File: config.mk
export PLATFORM = sky130hd
export DESIGN_NAME = mem_arbiter
export DESIGN_NICKNAME = d
export VERILOG_FILES = /design/src/rtl/mem_arb_pkg.sv /design/src/rtl/arb2_sel.sv /design/src/rtl/mem_arbiter.sv
export SDC_FILE = /design/constraint.sdc
export NUM_CORES = 1
export LEC_CHECK = 0
export CAP_MARGIN = 0
export CORE_AREA = 8 8 124 126
export DETAILED_ROUTE_END_ITERATION = 6
export DIE_AREA = 0 0 132 134
export GPL_TIMING_DRIVEN = 0
export PLACE_DENSITY_LB_ADDON = 0.12
export SLEW_MARGIN = 10
export SYNTH_ARGS = -nofsm -noshare
export SYNTH_HDL_FRONTEND = slang
export SYNTH_SLANG_ARGS = --single-unit
export TNS_END_PERCENT = 5
File: constraint.sdc
create_clock -name clk -period 3.1 [get_ports clk]
set_input_delay 0.465 -clock clk [delete_from_list [all_inputs] [get_ports clk]]
set_output_delay 0.465 -clock clk [all_outputs]
set_load 0.05 [all_outputs]
File: src/rtl/mem_arb_pkg.sv
// Shared definitions for the two-port memory arbiter.
//   - FSM state encoding (IDLE, ISSUE, RESP), 2 bits wide.
//   - Port identifiers: PORT_IF is instruction fetch, PORT_DM is data load/store.
// Optional feature macro: MEM_ARB_RR_EN (round-robin arbitration between the ports).
package mem_arb_pkg;

   typedef logic [1:0] state_t;

   localparam state_t IDLE  = 2'd0;
   localparam state_t ISSUE = 2'd1;
   localparam state_t RESP  = 2'd2;

   localparam logic PORT_IF = 1'b0;
   localparam logic PORT_DM = 1'b1;

endpackage

File: src/rtl/arb2_sel.sv
// Combinational two-way request selector.
// Ports:
//   req0, req1  in   requests, already qualified by the caller
//   prio        in   port favoured when both requests are present (round-robin only)
//   gnt         out  one-hot grant, bit index = port ID; zero when nothing requests
// Macro MEM_ARB_RR_EN: defined -> prio decides ties; undefined -> port 0 always wins.
module arb2_sel
   import mem_arb_pkg::*;
(
   input  logic       req0,
   input  logic       req1,
   input  logic       prio,
   output logic [1:0] gnt
);

`ifdef MEM_ARB_RR_EN
   always_comb begin
      // NOTE: default every output first so no path through the block infers a latch.
      gnt = 2'b00;
      if (req0 && req1) begin
         gnt[PORT_DM] = (prio == PORT_DM);
         gnt[PORT_IF] = (prio == PORT_IF);
      end else begin
         gnt[PORT_IF] = req0;
         gnt[PORT_DM] = req1;
      end
   end
`else
   // The tie-break input has no meaning with fixed priority.
   logic unused_prio;
   assign unused_prio = prio;

   always_comb begin
      gnt          = 2'b00;
      gnt[PORT_IF] = req0;
      gnt[PORT_DM] = req1 && !req0;
   end
`endif

endmodule

File: src/rtl/mem_arbiter.sv
// Two-requester arbiter and sequencer for a shared single-port word memory.
// Port 0 is instruction fetch, port 1 is the data load/store unit. One access at
// a time: grant (IDLE/RESP) -> memory access (ISSUE) -> response pulse (RESP).
// Ports:
//   clk, rst_n              clock, asynchronous active-low reset
//   req/we/addr/wdata 0,1   request, 1=write, byte address, write data
//   gnt0, gnt1              combinational one-cycle accept pulse
//   rvalid0/1, rdata0/1     registered one-cycle response; rdata is 0 for write acks
//   mem_address, mem_data_in, mem_read, mem_write   drive the memory pins
//   mem_data_out            memory read data (tri-stated while mem_read=0)
// Macro MEM_ARB_RR_EN: defined -> round-robin between ports; undefined -> port 0 priority.
module mem_arbiter #(
   parameter int DATA_W = 32,
   parameter int ADDR_W = 32
) (
   input  logic              clk,
   input  logic              rst_n,
   input  logic              req0,
   input  logic              we0,
   input  logic [ADDR_W-1:0] addr0,
   input  logic [DATA_W-1:0] wdata0,
   input  logic              req1,
   input  logic              we1,
   input  logic [ADDR_W-1:0] addr1,
   input  logic [DATA_W-1:0] wdata1,
   output logic              gnt0,
   output logic              gnt1,
   output logic              rvalid0,
   output logic [DATA_W-1:0] rdata0,
   output logic              rvalid1,
   output logic [DATA_W-1:0] rdata1,
   output logic [ADDR_W-1:0] mem_address,
   output logic [DATA_W-1:0] mem_data_in,
   output logic              mem_read,
   output logic              mem_write,
   input  logic [DATA_W-1:0] mem_data_out
);
   import mem_arb_pkg::*;

   state_t            state, next_state;
   logic              prio;
   logic              can_grant;
   logic              qreq0, qreq1;
   logic [1:0]        sel_gnt;
   logic              any_gnt;
   logic              issue;

   logic              reg_port;
   logic              reg_we;
   logic [ADDR_W-1:0] reg_addr;
   logic [DATA_W-1:0] reg_wdata;

   // Grants are only legal in IDLE and RESP, and are suppressed while reset is
   // held so that gnt reads 0 during reset even though the FSM sits in IDLE.
   assign can_grant = rst_n && ((state == IDLE) || (state == RESP));
   assign qreq0     = req0 && can_grant;
   assign qreq1     = req1 && can_grant;

   arb2_sel u_sel (
      .req0 (qreq0),
      .req1 (qreq1),
      .prio (prio),
      .gnt  (sel_gnt)
   );

   assign gnt0    = sel_gnt[PORT_IF];
   assign gnt1    = sel_gnt[PORT_DM];
   assign any_gnt = |sel_gnt;

`ifdef MEM_ARB_RR_EN
   // Pointer always names the port that lost the latest grant, so a lone
   // requester also moves it to the other port.
   always_ff @(posedge clk or negedge rst_n) begin
      // NOTE: sequential state uses non-blocking assignments only.
      if (!rst_n)       prio <= PORT_IF;
      else if (any_gnt) prio <= gnt0 ? PORT_DM : PORT_IF;
   end
`else
   assign prio = PORT_IF;
`endif

   always_comb begin
      next_state = state;
      case (state)
         IDLE:    if (any_gnt) next_state = ISSUE;
         ISSUE:   next_state = RESP;
         RESP:    next_state = any_gnt ? ISSUE : IDLE;
         default: next_state = IDLE;
      endcase
   end

   always_ff @(posedge clk or negedge rst_n) begin
      if (!rst_n) state <= IDLE;
      else        state <= next_state;
   end

   // Winner's request is captured at the grant edge; requesters may change
   // their inputs freely afterwards.
   always_ff @(posedge clk or negedge rst_n) begin
      if (!rst_n) begin
         reg_port  <= PORT_IF;
         reg_we    <= 1'b0;
         reg_addr  <= '0;
         reg_wdata <= '0;
      end else if (any_gnt) begin
         reg_port  <= gnt1 ? PORT_DM : PORT_IF;
         reg_we    <= gnt1 ? we1    : we0;
         reg_addr  <= gnt1 ? addr1  : addr0;
         reg_wdata <= gnt1 ? wdata1 : wdata0;
      end
   end

   // Memory pins are decoded from state, so an asynchronous reset in ISSUE
   // drops mem_read/mem_write at once.
   assign issue       = (state == ISSUE);
   assign mem_read    = issue && !reg_we;
   assign mem_write   = issue &&  reg_we;
   assign mem_address = issue ? reg_addr  : '0;
   assign mem_data_in = issue ? reg_wdata : '0;

   // Response registers load only at the closing edge of ISSUE and clear on
   // every other edge, giving a single-cycle pulse. mem_data_out is taken only
   // when mem_read is high, so a floating bus is never captured.
   always_ff @(posedge clk or negedge rst_n) begin
      if (!rst_n) begin
         rvalid0 <= 1'b0;
         rvalid1 <= 1'b0;
         rdata0  <= '0;
         rdata1  <= '0;
      end else begin
         rvalid0 <= issue && (reg_port == PORT_IF);
         rvalid1 <= issue && (reg_port == PORT_DM);
         rdata0  <= (mem_read && (reg_port == PORT_IF)) ? mem_data_out : '0;
         rdata1  <= (mem_read && (reg_port == PORT_DM)) ? mem_data_out : '0;
      end
   end

endmodule

==> results by group <==
Global route
  • Total track usage: 21.83%
  • Largest net degree at the start of global routing: 75
  • Total global routing overflow: 0
  • Number of global-route vias before repair: 5399
  • First-pass GRT wire length: 30060 um
  • Initial antenna violation count: 1

Timing
  • Layout Skew: 5.659 ps
  • Final Max Tran Viols: 0
  • Hold Vio Cnt, Final: 8
  • Final period util: 95.65%
  • Hold WS: -9.362 ps
  • Max transition margin: 60.47%
  • Worst-Margin Slew: 591.2 ps
  • Fin Setup TNS: 0 ps
  • Setup violations, final: 0
  • Min Tclk post-route: 2965 ps
  • Fmax: 0.3372 GHz

Yosys
  • Share of the synthesized area in the top cell type: 59.48%
  • Number of enable flip-flop cells after synthesis: 0
  • Synth cell count leaders: dfrtp_1 (134), and2_1 (132), a22oi_1 (62), o2bb2ai_1 (62), buf_2 (28)
  • Average cell area after synthesis: 12.34 um2
  • Cells after synthesis: 457
  • Netlist Area Pre-Place: 5638 um2
  • Synth top area cells: dfrtp_1 (59%), and2_1 (15%), o2bb2ai_1 (9.6%)
  • Post-synth ARST share: 100.0%
  • Top cell type by total area after synthesis: dfrtp_1
  • Synth cell types: 20
  • #FFs+latches synth: 134
  • Syn_nets: 623
  • Ys flop type: dfrtp_1
  • Ys Warns: 0
  • Seq/Total Area, Yosys: 59.48%
  • Count leader, synth: dfrtp_1

Critical path
  • Arr. time, crit path: 2500 ps
  • Critical Path Start Type: register
  • Worst-path cell chain: nand2b_2 > inv_2 > buf_2 > buf_2 > and2_1 > clkdlybuf4s50_1
  • Critical Path End Type: output port
  • Most frequent CP cell: buf_2
  • CP Data Required Time: 2630 ps
  • Critical path's top delay family: buffers and inverters
  • Critical path class: register to output port
  • Critical path fanouts, max: 10
  • Max incr delay on CP: 810 ps
  • Slowest CP cell: clkdlybuf4s50_1
  • CP bufs+invs: 4

Place
  • Placed instance area: 8875 um2
  • Port Buffers: 298
  • Hpwl dp: 14830 um
  • GP Congestion: 0.7685

Min path
  • Hold Path Class: primary input to async pin

Floorplanning
  • I/O pin count: 300
  • Core Area: 13500 um2
  • Die extent in y: 134 um
  • Row count: 43
  • Die area: 17690 um2
  • Starting Density: 41.75%
  • Die X: 132 um

Layout
  • Layout cells sized above 1: 9.735%
  • Nets: 945
  • Fillers: 932
  • Area Overhead vs Synth: 70.17%
  • Final instance area: 9594 um2

Job
  • Max Cap Viol: 0

Outcome
  • Failing checks: hold timing
  • Status: finished, violations left

Clock network
  • Sink Count: 134
  • Clock buffer depth: 2
  • Post-CTS Setup Bufs: 0
  • H-tree Lvls: 4
  • CTS root buffer: clkbuf_16
  • Num CTS Buffers: 17
  • Skew-Pair Late Insertion Delay: 410 ps
  • CTS tree: done
  • Clock slew at the register clock pins of the worst setup and hold paths: 60 ps

Detailed routing
  • WL/cell: 19.95 um
  • Antenna-violating nets left: 0
  • Drt via density: 5.000
  • DRC viols: 0
  • Number of DRC markers in iteration 0: 212
  • Vias: 4860
  • Drt total wl: 19390 um
  • TritonRoute pass-1 iters: 4

Pwr
  • Leakage: 4.556 nW
  • Power density cells: 541.8 nW/um2
  • Max VDD drop: 0.0004182 V
layout by cell type (no fill, tap or decap):
cell               n
nand2b_2           1
and2_1           132
dlygate4sd2_1      1
buf_6             10
o2bb2ai_1         62
clkbuf_1           4
nor3_2             1
dfrtp_1          134
clkbuf_8           4
clkinv_2           1
inv_1              1
nand2b_1           4
bufinv_16          2
nor2b_2            1
diode_2            1
dlymetal6s2s_1    29
nor3b_4            1
dlygate4sd3_1      4
buf_2             28
a22oi_1           62
clkbuf_16         17
inv_2              1
buf_16             1
a21oi_1            4
o21ai_2            1
clkdlybuf4s50_1  267
nor2_1             3
clkinvlp_4         4
nand4b_1           3
and2b_1            1
clkinv_4           2
a221o_1            3
buf_8              1
inv_6              1
final timing paths:
kind	start	to	slack (ps)	cells after the start
min in group clk	req1	reg_port	450	3
min	rst_n	reg_addr[12]	-9	1
max reg2reg	state[0]	rdata0[30]	1710	4
max in group asynchronous	rst_n	reg_addr[11]	2230	2
max	state[0]	mem_data_in[13]	130	6
min reg2reg	reg_wdata[6]	reg_wdata[6]	480	1
state kept, by name, indices dropped and copies added, names as in the netlist:
register	cells
state	2
rdata0	32
rvalid0	1
rvalid1	1
reg_port	1
reg_we	1
reg_addr	32
reg_wdata	32
rdata1	32
cell type report:
cell class	instances	area, um2	area share (%)
clock inverters	10	121.4	1.265
inverters	2	7.507	0.07825
well taps	180	225.2	2.347
clock buffers	21	480.5	5.008
multi-input cells	279	2009	20.94
flip-flops and latches	134	3353	34.95
diodes	1	2.502	0.02608
repair buffers	303	3127	32.59
plain buffers	42	267.8	2.791
per-layer routing:
| metal | up-vias | track usage, % | share of wire (%) |
|---|---|---|---|
| met4 | 0 | 8.105 | 2.0 |
| met1 | 2355 | 23.65 | 38 |
| met3 | 29 | 10.28 | 10 |
| met5 | - | 0 | 0 |
| li1 | 2287 | - | - |
| met2 | 189 | 36.63 | 50 |
power breakdown:
part	switching (mW)	internal, mW	leakage (nW)
clock network	0.738	1.27	0.284
registers	0.0910	1.93	1.76
logic	0.644	0.531	2.51
repair_timing:
item                                   4_1_cts  5_1_grt
endpoints found under the hold margin        2        0
setup endpoints to repair                    2       29
hold buffers                                 4        0
resized for setup                            2       29
kinds of logic (layout without fill, tap and decap cells):
family	count (synthesis)	after routing	synth area share [%]
flip-flops	134	134	59.48
other	0	1	0
buffers and inverters	44	378	4.882
AO/OA/AOI/OAI	132	132	18.93
AND/OR/NAND/NOR	147	147	16.71
metrics by stage:
stage                     setup slack (ps)  hold slack (ps)  utilization, %  power, mW  std cells
after floorplan                       1199            169.4               -      2.669        457
after global placement               -4612            463.3           65.51      3.190        935
after detailed placement            -241.1            466.0           65.72      3.224        936
after CTS                            55.51           0.1075           70.49      5.249        971
after global routing                -1.143            14.59           71.05      5.422        972
final                                134.7           -9.362           71.05      5.198        972
No activity file was read; power rests on OpenSTA's default activity.
==> RTL edit (same settings) <==
`ADDR_W`: 32 -> 16.
--- a/src/rtl/mem_arbiter.sv
+++ b/src/rtl/mem_arbiter.sv
@@ -11,7 +11,7 @@
 // Macro MEM_ARB_RR_EN: defined -> round-robin between ports; undefined -> port 0 priority.
 module mem_arbiter #(
    parameter int DATA_W = 32,
-   parameter int ADDR_W = 32
+   parameter int ADDR_W = 16
 ) (
    input  logic              clk,
    input  logic              rst_n,
Ports: changed (resized addr0, addr1 and mem_address); port bits go from 300 to 252. No check against the original RTL was run, so the function may have changed too.
==> RTL edit against the original RTL <==
The flow still finishes with violations (hold timing). Non-clock buffer count shrank 61. Clock power is 7% lower. Hold slack got worse by 0.028 ns. First-iteration DRC count down 14%. Design area down 15%. Die area did not move. Routed wire length is 18% lower. Synthesized cell count decreased by 16%. Area after synthesis is 15% lower. Worst setup slack better by 0.011 ns. Sequential cell count decreased by 16. Count of clock-buffer cells in the layout up 5. Total power shrank 12%. Critical path type unchanged. Critical endpoint is now mem_data_in[27]. Largest power group is now the clock network.
==> RTL edit: results <==
export IMPL_synthesized_area_fraction_occupied_by_ao_oa_aoi_and_oai_cells_pct=16.8
export IMPL_initialDrtViolationCount=183
export IMPL_failing_checks="hold timing"
export IMPL_pg_seq_uw=1760
export IMPL_tightest_slew_ns=0.593
export IMPL_number_of_antenna_violations_at_the_first_check_in_global_routing=0
export IMPL_layout_buffer_nonclock_area_share_pct=33.9
export IMPL_drive_above_1_share_pct=8.89
export IMPL_max_stage_delay_ns=0.83
export IMPL_signal_buffers=284
export IMPL_run_status="finished, violations left"
export IMPL_seq_share_pct=36.2
export IMPL_dr_wl_met3_um=1630
export IMPL_clock_sinks=118
export IMPL_multi_input_area_share_pct=20.1
export IMPL_p_int_uw=3330
export IMPL_cp_capture_point="mem_data_in[27]"
export IMPL_pre_cts_ws_ns=-0.264
export IMPL_grtUsageMet2_pct=29.7
export IMPL_filler_cell_count=1093
export IMPL_areaGrowthSynthToFinish_pct=70.8
export IMPL_irDropWorstVdd_v=0.000348
export IMPL_grt_first_pass_wirelength_um=24900
export IMPL_route_detailed_vias_per_inst=4.79
export IMPL_nClkBuffers=26
export IMPL_clk_share_pct=6.98
export IMPL_sum_of_routed_wire_segments_on_met1_um=6200
export IMPL_totalWireLength_um=15900
export IMPL_maximum_number_of_pins_on_one_net_before_global_route_repair=64
export IMPL_dp_hpwl_um=12100
export IMPL_yosysSeqAreaShare_pct=61.8
export IMPL_finalHoldViolCount=10
export IMPL_r2r_end="reg_addr[3]"
export IMPL_grt_util_met3_pct=9.27
export IMPL_comb_multi_input_count=231
export IMPL_gr_layer_usage_met1_pct=19.3
export IMPL_fin_worst_hold_slack_ns=-0.0369
export IMPL_first_global_vias=4509
export IMPL_clock_fmax_mhz=338
export IMPL_r2r_slack_ns=1.59
export IMPL_total_number_of_nets_in_the_final_design=788
export IMPL_yosys_cell_types_count=19
[RTL edit: changes by cell type in the layout (fill, tap and decap cells not counted), moves of 5 or more]
cell / before / now
sky130_fd_sc_hd__clkdlybuf4s50_1: 267 / 206
sky130_fd_sc_hd__a22oi_1: 62 / 46
sky130_fd_sc_hd__and2_1: 132 / 116
sky130_fd_sc_hd__dfrtp_1: 134 / 118
sky130_fd_sc_hd__o2bb2ai_1: 62 / 46
sky130_fd_sc_hd__buf_2: 28 / 14
sky130_fd_sc_hd__buf_6: 10 / 0
sky130_fd_sc_hd__dlygate4sd2_1: 1 / 10
sky130_fd_sc_hd__buf_4: 0 / 7
sky130_fd_sc_hd__clkbuf_1: 4 / 10
sky130_fd_sc_hd__clkbuf_2: 0 / 5
[RTL edit: timing repair]
action | in CTS | in global routing
hold buffers | 0 | 0
cloned | 0 | 0
gates resized for setup | 11 | 35
setup buffers | 0 | 0
endpoints found under the setup margin | 11 | 32
